### src/rtl/spi_pkg.sv
// Shared types and defaults for the SPI frame sequencer.
package spi_pkg;

  localparam int SPI_MAX_BITS = 32;
  localparam int SPI_WORD_W   = 8;

  typedef enum logic [1:0] {
    IDLE = 2'd0,
    RUN  = 2'd1,
    DONE = 2'd2
  } frame_state_e;

endpackage

### src/rtl/mod_counter.sv
// Modulo counter: counts 0..limit and wraps, with synchronous clear.
module mod_counter #(
  parameter int W = 8
) (
  input  logic         clk,
  input  logic         rst,
  input  logic         clr,
  input  logic         inc,
  input  logic [W-1:0] limit,
  output logic [W-1:0] count,
  output logic         wrap
);

  // limit is the terminal value, so the count never reaches limit+1.
  assign wrap = inc && (count == limit);

  always_ff @(posedge clk or posedge rst) begin
    if (rst) begin
      count <= '0;
    end else if (clr) begin
      count <= '0;
    end else if (inc) begin
      count <= wrap ? '0 : count + 1'b1;
    end
  end

endmodule

### src/rtl/spi_frame_counter.sv
// Bit/word sequencer for the SPI datapath: counts ticked bits per word and
// words per frame, emitting word and frame boundary pulses.
module spi_frame_counter
  import spi_pkg::*;
#(
  parameter int MAX_BITS = SPI_MAX_BITS,
  parameter int WORD_W   = SPI_WORD_W,
  parameter int BIT_W    = $clog2(MAX_BITS + 1),
  parameter int IDX_W    = $clog2(MAX_BITS)
) (
  input  logic              clk,
  input  logic              rst,
  input  logic              start,
  input  logic              abort,
  input  logic              bit_tick,
  input  logic [BIT_W-1:0]  cfg_bits,
  input  logic [WORD_W-1:0] cfg_words,
  output logic              busy,
  output logic [IDX_W-1:0]  bit_idx,
  output logic [WORD_W-1:0] word_idx,
  output logic              last_bit,
  output logic              last_word,
  output logic              word_done,
  output logic              frame_done,
  output logic              cfg_err,
  output frame_state_e      state
);

  // Handshake: bit_tick is a qualified single-cycle strobe with no ready;
  // every tick seen in RUN is consumed on that edge, so none can be lost.

  frame_state_e next_state;

  logic [BIT_W-1:0]  bits_q;
  logic [WORD_W-1:0] words_q;
  logic              cfg_ok;
  logic              start_ok;
  logic              cnt_clr;
  logic              bit_inc;
  logic              bit_wrap;
  logic              word_wrap;
  logic [IDX_W-1:0]  bit_last;
  logic [WORD_W-1:0] word_last;

  assign cfg_ok   = (cfg_bits != '0) && (cfg_bits <= BIT_W'(MAX_BITS)) &&
                    (cfg_words != '0);
  assign start_ok = (state == IDLE) && start && !abort && cfg_ok;
  assign cnt_clr  = abort || start_ok;
  assign bit_inc  = (state == RUN) && bit_tick;

  // bits_q is never 0 while running, so the cast drops no live bit.
  assign bit_last  = IDX_W'(bits_q - 1'b1);
  assign word_last = words_q - 1'b1;

  always_ff @(posedge clk or posedge rst) begin
    if (rst) begin
      state <= IDLE;
    end else begin
      state <= next_state;
    end
  end

  always_comb begin
    next_state = state;
    if (abort) begin
      next_state = IDLE;
    end else begin
      case (state)
        IDLE:    if (start_ok) next_state = RUN;
        RUN:     if (bit_wrap && word_wrap) next_state = DONE;
        DONE:    next_state = IDLE;
        default: next_state = IDLE;
      endcase
    end
  end

  always_comb begin
    busy      = (state == RUN);
    last_bit  = busy && (bit_idx == bit_last);
    last_word = busy && (word_idx == word_last);
  end

  always_ff @(posedge clk or posedge rst) begin
    if (rst) begin
      bits_q  <= '0;
      words_q <= '0;
    end else if (start_ok) begin
      bits_q  <= cfg_bits;
      words_q <= cfg_words;
    end
  end

  always_ff @(posedge clk or posedge rst) begin
    if (rst) begin
      word_done  <= 1'b0;
      frame_done <= 1'b0;
      cfg_err    <= 1'b0;
    end else begin
      word_done  <= bit_wrap && !abort;
      frame_done <= bit_wrap && word_wrap && !abort;
      cfg_err    <= (state == IDLE) && start && !abort && !cfg_ok;
    end
  end

  mod_counter #(.W(IDX_W)) u_bit_cnt (
    .clk   (clk),
    .rst   (rst),
    .clr   (cnt_clr),
    .inc   (bit_inc),
    .limit (bit_last),
    .count (bit_idx),
    .wrap  (bit_wrap)
  );

  mod_counter #(.W(WORD_W)) u_word_cnt (
    .clk   (clk),
    .rst   (rst),
    .clr   (cnt_clr),
    .inc   (bit_wrap),
    .limit (word_last),
    .count (word_idx),
    .wrap  (word_wrap)
  );

endmodule

### config.mk
export PLATFORM = sky130hd
export DESIGN_NAME = spi_frame_counter
export DESIGN_NICKNAME = d
export VERILOG_FILES = /design/src/rtl/spi_pkg.sv /design/src/rtl/mod_counter.sv /design/src/rtl/spi_frame_counter.sv
export SDC_FILE = /design/constraint.sdc
export NUM_CORES = 1
export LEC_CHECK = 0
export CORE_MARGIN = 3
export CORE_UTILIZATION = 50
export DETAILED_ROUTE_END_ITERATION = 10
export GPL_ROUTABILITY_DRIVEN = 0
export PLACE_DENSITY = 0.83
export SYNTH_ARGS = -nofsm -noshare
export SYNTH_HDL_FRONTEND = slang
export SYNTH_SLANG_ARGS = --single-unit
### constraint.sdc
create_clock -name clk -period 3.18 [get_ports clk]
set_clock_uncertainty 0.05 [all_clocks]
set_input_delay 0.954 -clock clk [delete_from_list [all_inputs] [get_ports clk]]
set_output_delay 0.954 -clock clk [all_outputs]
set_load 0.01 [all_outputs]
==> impl_metrics.env, run 1 <==
export IMPL_crit_path_end_kind="output port"
export IMPL_drtPass1Iterations=4
export IMPL_place_detailed_hpwl_mm=3.056
export IMPL_timing_worst_slew_pin_value_ps=489.3
export IMPL_die_height_um=66.32
export IMPL_status="complete, no violations"
export IMPL_synth_area_um2=1819
export IMPL_synthesis_area_per_instance_um2=10.11
export IMPL_share_of_final_layout_standard_cells_stronger_than_drive_strength_1_pct=21.19
export IMPL_clk_insertion_delay_late_ps=330
export IMPL_avgViaCountPerCell=5.479
export IMPL_cts_htree_levels=2
export IMPL_setup_slack_ps=5.246
export IMPL_hp_class="flip-flop to flip-flop"
export IMPL_worst_path_largest_cell_delay_ps=400
export IMPL_num_nets_final=259
export IMPL_detailedPlace_worstSlack_ps=-52.73
export IMPL_drv_slew=0
export IMPL_gr_met2_demand_resource_pct=31.85
export IMPL_drt_wl_total_mm=3.911
export IMPL_synth_seq_cells=31
export IMPL_core_area_um2=3416
export IMPL_synthesis_instances=180
export IMPL_placed_cell_area_um2=2344
export IMPL_area_delta_synth_final_pct=33.29
export IMPL_hold_viol_final=0
export IMPL_cts_tree="yes"
export IMPL_setup_tns_final_ps=0
export IMPL_powerDensity_nw_per_um2=407.9
export IMPL_netlist_cell_type_count=46
export IMPL_r2r_worst_path_depth=8
export IMPL_setup_viol_count_final=0
export IMPL_dr_first_iter_drc_count=114
export IMPL_placementRows=21
export IMPL_postRouteAntennaNets=0
export IMPL_ys_dominant_reg_cell="sky130_fd_sc_hd__dfrtp_1"
export IMPL_drt_wirelength_per_cell_um=13.87
export IMPL_postSynthNetCount=203
export IMPL_die_w_um=66.32
export IMPL_cts_hold_repair_buffers=0
export IMPL_use_met3_pct=3.231
export IMPL_worstReg2RegEnd="u_word_cnt.count[0]"
export IMPL_crit_slowest_cell="sky130_fd_sc_hd__dfrtp_1"
export IMPL_synth_seq_area_share_pct=42.64
export IMPL_routing_layer_with_the_top_usage_in_global_route="met2"
export IMPL_drc_violations=0
export IMPL_finish_cell_count_without_fillers=282
export IMPL_grt_pass1_wl_mm=6.637
export IMPL_synthArstFlopShare_pct=100.0
export IMPL_design_portCount=40
export IMPL_maximum_number_of_pins_on_one_net_before_global_route_repair=32
export IMPL_setup_worst_path_start_class="flip-flop"
export IMPL_setup_repair_after_global_routing_missed_its_margin="true"
export IMPL_cp_required_ps=2180
export IMPL_critPathArrivalTime_ps=2170
export IMPL_setup_reg_to_reg_worst_slack_ps=970
export IMPL_globalRouteOverflowTotal=0
export IMPL_path_class="flip-flop to output port"
export IMPL_cts_root_buffer="sky130_fd_sc_hd__clkbuf_4"
export IMPL_die_area_um2=4398
export IMPL_yosys_warnings=0
export IMPL_worst_setup_hold_path_clk_slew_ps=90
export IMPL_antenna_found_initial=0
export IMPL_clock_path_buffers=2
export IMPL_hold_path_cell_count=1
export IMPL_num_antenna_cells=0
export IMPL_buffers_on_ports=39
export IMPL_fin_crit_sh_pct=99.84
export IMPL_start_util_pct=53.26
export IMPL_hold_slack_ps=449.4
export IMPL_fin_total_pwr_uw=989.0
export IMPL_numCtsBuffers=5
export IMPL_reg2reg_from="bits_q[1]"
export IMPL_n_fill_cell=257
export IMPL_slew_headroom_pct=67.26
export IMPL_postLayoutCoreUtil_pct=70.99
export IMPL_placedCellCount=274
export IMPL_grt_pass1_vias=1452
export IMPL_timing_fmax_ghz=0.3150
export IMPL_holdCritStartpoint="state[1]"
export IMPL_number_of_synthesized_flops_with_an_enable_pin=0
export IMPL_critical_path_top_cell_by_count="sky130_fd_sc_hd__or3_4"
export IMPL_max_cap_viol_count=0
export IMPL_cp_cell_sequence="or3_4, or3_4, a211oi_2, nand4_2, nor2_1, buf_2"
export IMPL_postLayoutCellArea_um2=2425
export IMPL_grt_usage_pct=19.86
export IMPL_leakagePower_nw=1.023
export IMPL_gr_usage_met1_pct=25.80
export IMPL_detailroute_via_count=1545
export IMPL_cp_max_fo=2
export IMPL_holdPathEnd="state[0]"
export IMPL_ir_drop_v=0.0002700
export IMPL_final_critical_period_ps=3175
export IMPL_cts_sinks=31
-- how the worst max path moves through the flow --
| stage | start | endpoint | slack [ps] |
|---|---|---|---|
| floorplan | words_q[0] | last_word | 330 |
| global placement | words_q[0] | last_word | -20 |
| detailed placement | words_q[0] | last_word | -50 |
| CTS | words_q[0] | last_word | -70 |
| finish | words_q[2] | last_word | 5 |
| global route | words_q[2] | last_word | -50 |
-- routing by layer --
layer  part of all wire, %  wire (µm)
met4                   2.5         98
met3                   4.8        188
met5                     0          0
met2                    48       1889
met1                    44       1734
-- power breakdown --
group,internal [mW],switching (mW)
Clock,0.102,0.130
Sequential,0.432,0.0335
Combinational,0.157,0.134
-- Yosys cell counts (2+ instances only) --
master / instances / area [µm²]
sky130_fd_sc_hd__buf_2: 2 / 10.01
sky130_fd_sc_hd__or3_4: 3 / 33.78
sky130_fd_sc_hd__nor2_1: 11 / 41.29
sky130_fd_sc_hd__dfrtp_1: 31 / 775.7
sky130_fd_sc_hd__o2111ai_1: 2 / 17.52
sky130_fd_sc_hd__nor2b_1: 3 / 18.77
sky130_fd_sc_hd__nand2b_1: 2 / 12.51
sky130_fd_sc_hd__inv_1: 14 / 52.55
sky130_fd_sc_hd__o21ai_2: 2 / 17.52
sky130_fd_sc_hd__nor3_1: 6 / 30.03
sky130_fd_sc_hd__nand2_1: 7 / 26.28
sky130_fd_sc_hd__and3_1: 6 / 37.54
sky130_fd_sc_hd__o21ai_1: 4 / 20.02
sky130_fd_sc_hd__a211oi_1: 3 / 22.52
sky130_fd_sc_hd__a21oi_1: 3 / 15.01
sky130_fd_sc_hd__xor2_1: 9 / 78.83
sky130_fd_sc_hd__xnor2_1: 11 / 96.34
sky130_fd_sc_hd__o22ai_1: 2 / 12.51
sky130_fd_sc_hd__mux2_2: 13 / 146.4
sky130_fd_sc_hd__nand3_1: 7 / 35.03
sky130_fd_sc_hd__or2_2: 2 / 12.51
sky130_fd_sc_hd__o211ai_1: 2 / 15.01
sky130_fd_sc_hd__and2_1: 2 / 12.51
sky130_fd_sc_hd__nor4_1: 4 / 25.02
sky130_fd_sc_hd__a31oi_1: 2 / 12.51
sky130_fd_sc_hd__ha_1: 4 / 50.05
sky130_fd_sc_hd__nand4_1: 3 / 18.77
sky130_fd_sc_hd__o21ai_0: 2 / 10.01
-- cell usage in the layout, fill, tap and decap left out, drive strengths merged, types with 4 or more instances in the layout --
cell type / instances
clkdlybuf4s50: 37
dfrtp: 31
buf: 15
inv: 14
mux2: 13
nor2: 11
xnor2: 11
xor2: 9
nand3: 8
o21ai: 8
nand2: 7
nor3: 6
and3: 6
clkbuf: 6
nand4: 5
ha: 4
or3: 4
nor4: 4
a211oi: 4
-- critical path: cells and delay by family, from the launching register on --
kind            cells  cell delay (ps)
buf+inv             1              130
flops               1              400
simple gates        4             1060
compound gates      1              260
-- sequential cells by signal, indices dropped and copies added, names as in the netlist --
register,count
cfg_err,1
u_bit_cnt.count,5
state,2
u_word_cnt.count,8
frame_done,1
word_done,1
bits_q,5
words_q,8
-- what timing repair did --
item                                   CTS  global route
setup buffers                            1             0
gates resized for setup                  7             2
setup endpoints to repair                2             1
endpoints found under the hold margin    0             0
pin swaps                                2             6
-- cell type report --
| class | count | area [µm²] | area share (%) |
|---|---|---|---|
| Tap cell | 46 | 57.56 | 2.374 |
| Inverter | 15 | 56.30 | 2.322 |
| Clock inverter | 1 | 5.005 | 0.2064 |
| Multi-Input combinational cell | 130 | 989.7 | 40.82 |
| Timing Repair Buffer | 53 | 489.2 | 20.18 |
| Clock buffer | 6 | 51.30 | 2.116 |
| Sequential cell | 31 | 775.7 | 31.99 |
-- cell families after synthesis --
family / share of synthesized area [%]
AOI/OAI and AO/OA: 10.25
and+or+nand+nor: 21.87
DFF: 42.64
muxes: 8.597
xor gates and xnor gates: 9.629
adders and majority gates: 2.751
buffers and inverters: 4.264
Note: power is estimated with default switching activity, not from simulation.
==> inputs of run 2 (changes only) <==
--- a/config.mk
+++ b/config.mk
@@ -5,11 +5,14 @@
 export SDC_FILE = /design/constraint.sdc
 export NUM_CORES = 1
 export LEC_CHECK = 0
+export CELL_PAD_IN_SITES_DETAIL_PLACEMENT = 1
+export CELL_PAD_IN_SITES_GLOBAL_PLACEMENT = 2
 export CORE_MARGIN = 3
-export CORE_UTILIZATION = 50
+export CORE_UTILIZATION = 31
 export DETAILED_ROUTE_END_ITERATION = 10
 export GPL_ROUTABILITY_DRIVEN = 0
 export PLACE_DENSITY = 0.83
+export SKIP_CTS_REPAIR_TIMING = 1
 export SYNTH_ARGS = -nofsm -noshare
 export SYNTH_HDL_FRONTEND = slang
 export SYNTH_SLANG_ARGS = --single-unit
==> run 2 against run 1 <==
Sequential share of layout area down 1.6 points. Critical path depth unchanged. Clock-buffer cell count down 1. Worst setup slack better by 6.0 ps. Fmax up 0.19%. Clock power up 31%. Cell count up 12%. Worst hold slack better by 6.8 ps. Critical endpoint unchanged. Largest power group unchanged.
==> impl_metrics.env, run 2 (synthesized netlist as in run 1, its figures left out) <==
export IMPL_critical_path_top_delay_family="simple AND/OR/NAND/NOR gates"
export IMPL_drtPass1Iterations=4
export IMPL_worst_path_largest_cell_delay_ps=400
export IMPL_setup_repair_after_global_routing_missed_its_margin="true"
export IMPL_hold_viol_final=0
export IMPL_start_util_pct=32.44
export IMPL_crit_slowest_cell="sky130_fd_sc_hd__or3_4"
export IMPL_layout_cells_most_common_list="37 x sky130_fd_sc_hd__clkdlybuf4s50_1, 31 x sky130_fd_sc_hd__dfrtp_1, 18 x sky130_fd_sc_hd__buf_4"
export IMPL_critical_path_top_cell_by_count="sky130_fd_sc_hd__or3_4"
export IMPL_drt_wirelength_per_cell_um=14.97
export IMPL_antenna_found_initial=0
export IMPL_cts_root_buffer="sky130_fd_sc_hd__clkbuf_8"
export IMPL_area_delta_synth_final_pct=40.30
export IMPL_layout_top_registers="u_word_cnt.count: 8 flops, words_q: 8 flops"
export IMPL_cts_sinks=31
export IMPL_hold_path_cell_count=1
export IMPL_share_of_final_layout_standard_cells_stronger_than_drive_strength_1_pct=22.63
export IMPL_globalRouteOverflowTotal=0
export IMPL_timing_worst_slew_pin_value_ps=526.9
export IMPL_grt_pass1_vias=1584
export IMPL_fin_total_pwr_mw=1.082
export IMPL_num_nets_final=265
export IMPL_drt_wl_total_mm=4.715
export IMPL_worstPathBufferInverterCount=1
export IMPL_place_detailed_hpwl_mm=3.578
export IMPL_die_w_um=82.61
export IMPL_reg2reg_from="bits_q[0]"
export IMPL_die_height_um=82.61
export IMPL_cp_required_ps=2180
export IMPL_clock_path_buffers=2
export IMPL_core_area_um2=5608
export IMPL_hp_class="flip-flop to flip-flop"
export IMPL_status="complete, no violations"
export IMPL_buffers_on_ports=39
export IMPL_postRouteAntennaNets=0
export IMPL_critPathArrivalTime_ps=2160
export IMPL_avgViaCountPerCell=4.886
export IMPL_finish_cell_count_without_fillers=315
export IMPL_cts_htree_levels=2
export IMPL_worstReg2RegEnd="u_word_cnt.count[3]"
export IMPL_max_cap_viol_count=0
export IMPL_detailroute_via_count=1539
export IMPL_placementRows=27
export IMPL_layout_cells_most_common="sky130_fd_sc_hd__clkdlybuf4s50_1"
export IMPL_drv_slew=0
export IMPL_final_critical_period_ps=3169
export IMPL_cp_cell_sequence="or3_4, or3_4, a211oi_2, nand4_2, nor2_1, clkbuf_2"
export IMPL_drc_violations=0
export IMPL_maximum_number_of_pins_on_one_net_before_global_route_repair=32
export IMPL_ir_drop_v=0.0002143
export IMPL_numCtsBuffers=5
export IMPL_grt_pass1_wl_mm=7.762
export IMPL_setup_tns_final_ps=0
export IMPL_cts_tree="yes"
export IMPL_setup_reg_to_reg_worst_slack_ps=870
export IMPL_grt_usage_pct=15.07
export IMPL_path_class="flip-flop to output port"
export IMPL_worst_setup_hold_path_clk_slew_ps=80
export IMPL_slew_headroom_pct=64.74
export IMPL_fin_crit_sh_pct=99.65
export IMPL_timing_fmax_ghz=0.3156
export IMPL_num_antenna_cells=0
export IMPL_crit_path_end_kind="output port"
export IMPL_placedCellCount=305
export IMPL_clk_insertion_delay_late_ps=290
export IMPL_leakagePower_nw=1.090
export IMPL_die_area_um2=6824
export IMPL_setup_viol_count_final=0
export IMPL_powerDensity_nw_per_um2=423.9
export IMPL_setup_worst_path_start_class="flip-flop"
export IMPL_holdPathEnd="state[0]"
export IMPL_dr_first_iter_drc_count=73
export IMPL_design_portCount=40
export IMPL_holdCritStartpoint="state[1]"
export IMPL_cp_max_fo=3
export IMPL_r2r_worst_path_depth=10
[run 2: per-layer routing]
layer / routed length [µm] / vias to the layer above / track usage (%)
li1: - / 767 / -
met1: 2252 / 735 / 20.46
met2: 2237 / 33 / 24.20
met3: 176 / 4 / 3.362
met4: 48 / 0 / 3.922
met5: 0 / - / 0
[run 2: area by class of cell]
class | instances | area [µm²]
Multi-Input combinational cell | 130 | 983.4
Tap cell | 72 | 90.09
Clock buffer | 5 | 68.82
Inverter | 15 | 56.30
Clock inverter | 3 | 15.01
Sequential cell | 31 | 775.7
Fill cell | 652 | 3055
Timing Repair Buffer | 59 | 563.0
[run 2: worst max-delay path by stage]
stage,slack [ps],to,start,cells after the start
floorplan,330,last_word,words_q[0],5
detailed placement,-140,last_word,words_q[0],7
CTS,-460,last_word,words_q[0],7
global route,-70,last_word,words_q[0],6
global placement,-30,last_word,words_q[0],6
finish,10,last_word,words_q[0],6
[run 2: stage by stage]
step	utilization, %	area, µm²	worst slack, ps	hold slack [ps]
6_report	45.52	2552	11.21	456.1
5_1_grt	45.52	2552	-66.41	490.7
4_1_cts	44.98	2522	-459.5	455.5
3_5_place_dp	43.49	2439	-140.9	445.0
3_3_place_gp	43.49	2439	-33.97	436.9
2_1_floorplan	-	1819	330.5	449.7
[run 2: where the power goes]
part / leakage (nW) / internal (mW) / switching, mW
clock: 0.0477 / 0.150 / 0.155
combinational: 0.638 / 0.169 / 0.136
sequential: 0.405 / 0.433 / 0.0385
total: 1.09 / 0.752 / 0.330
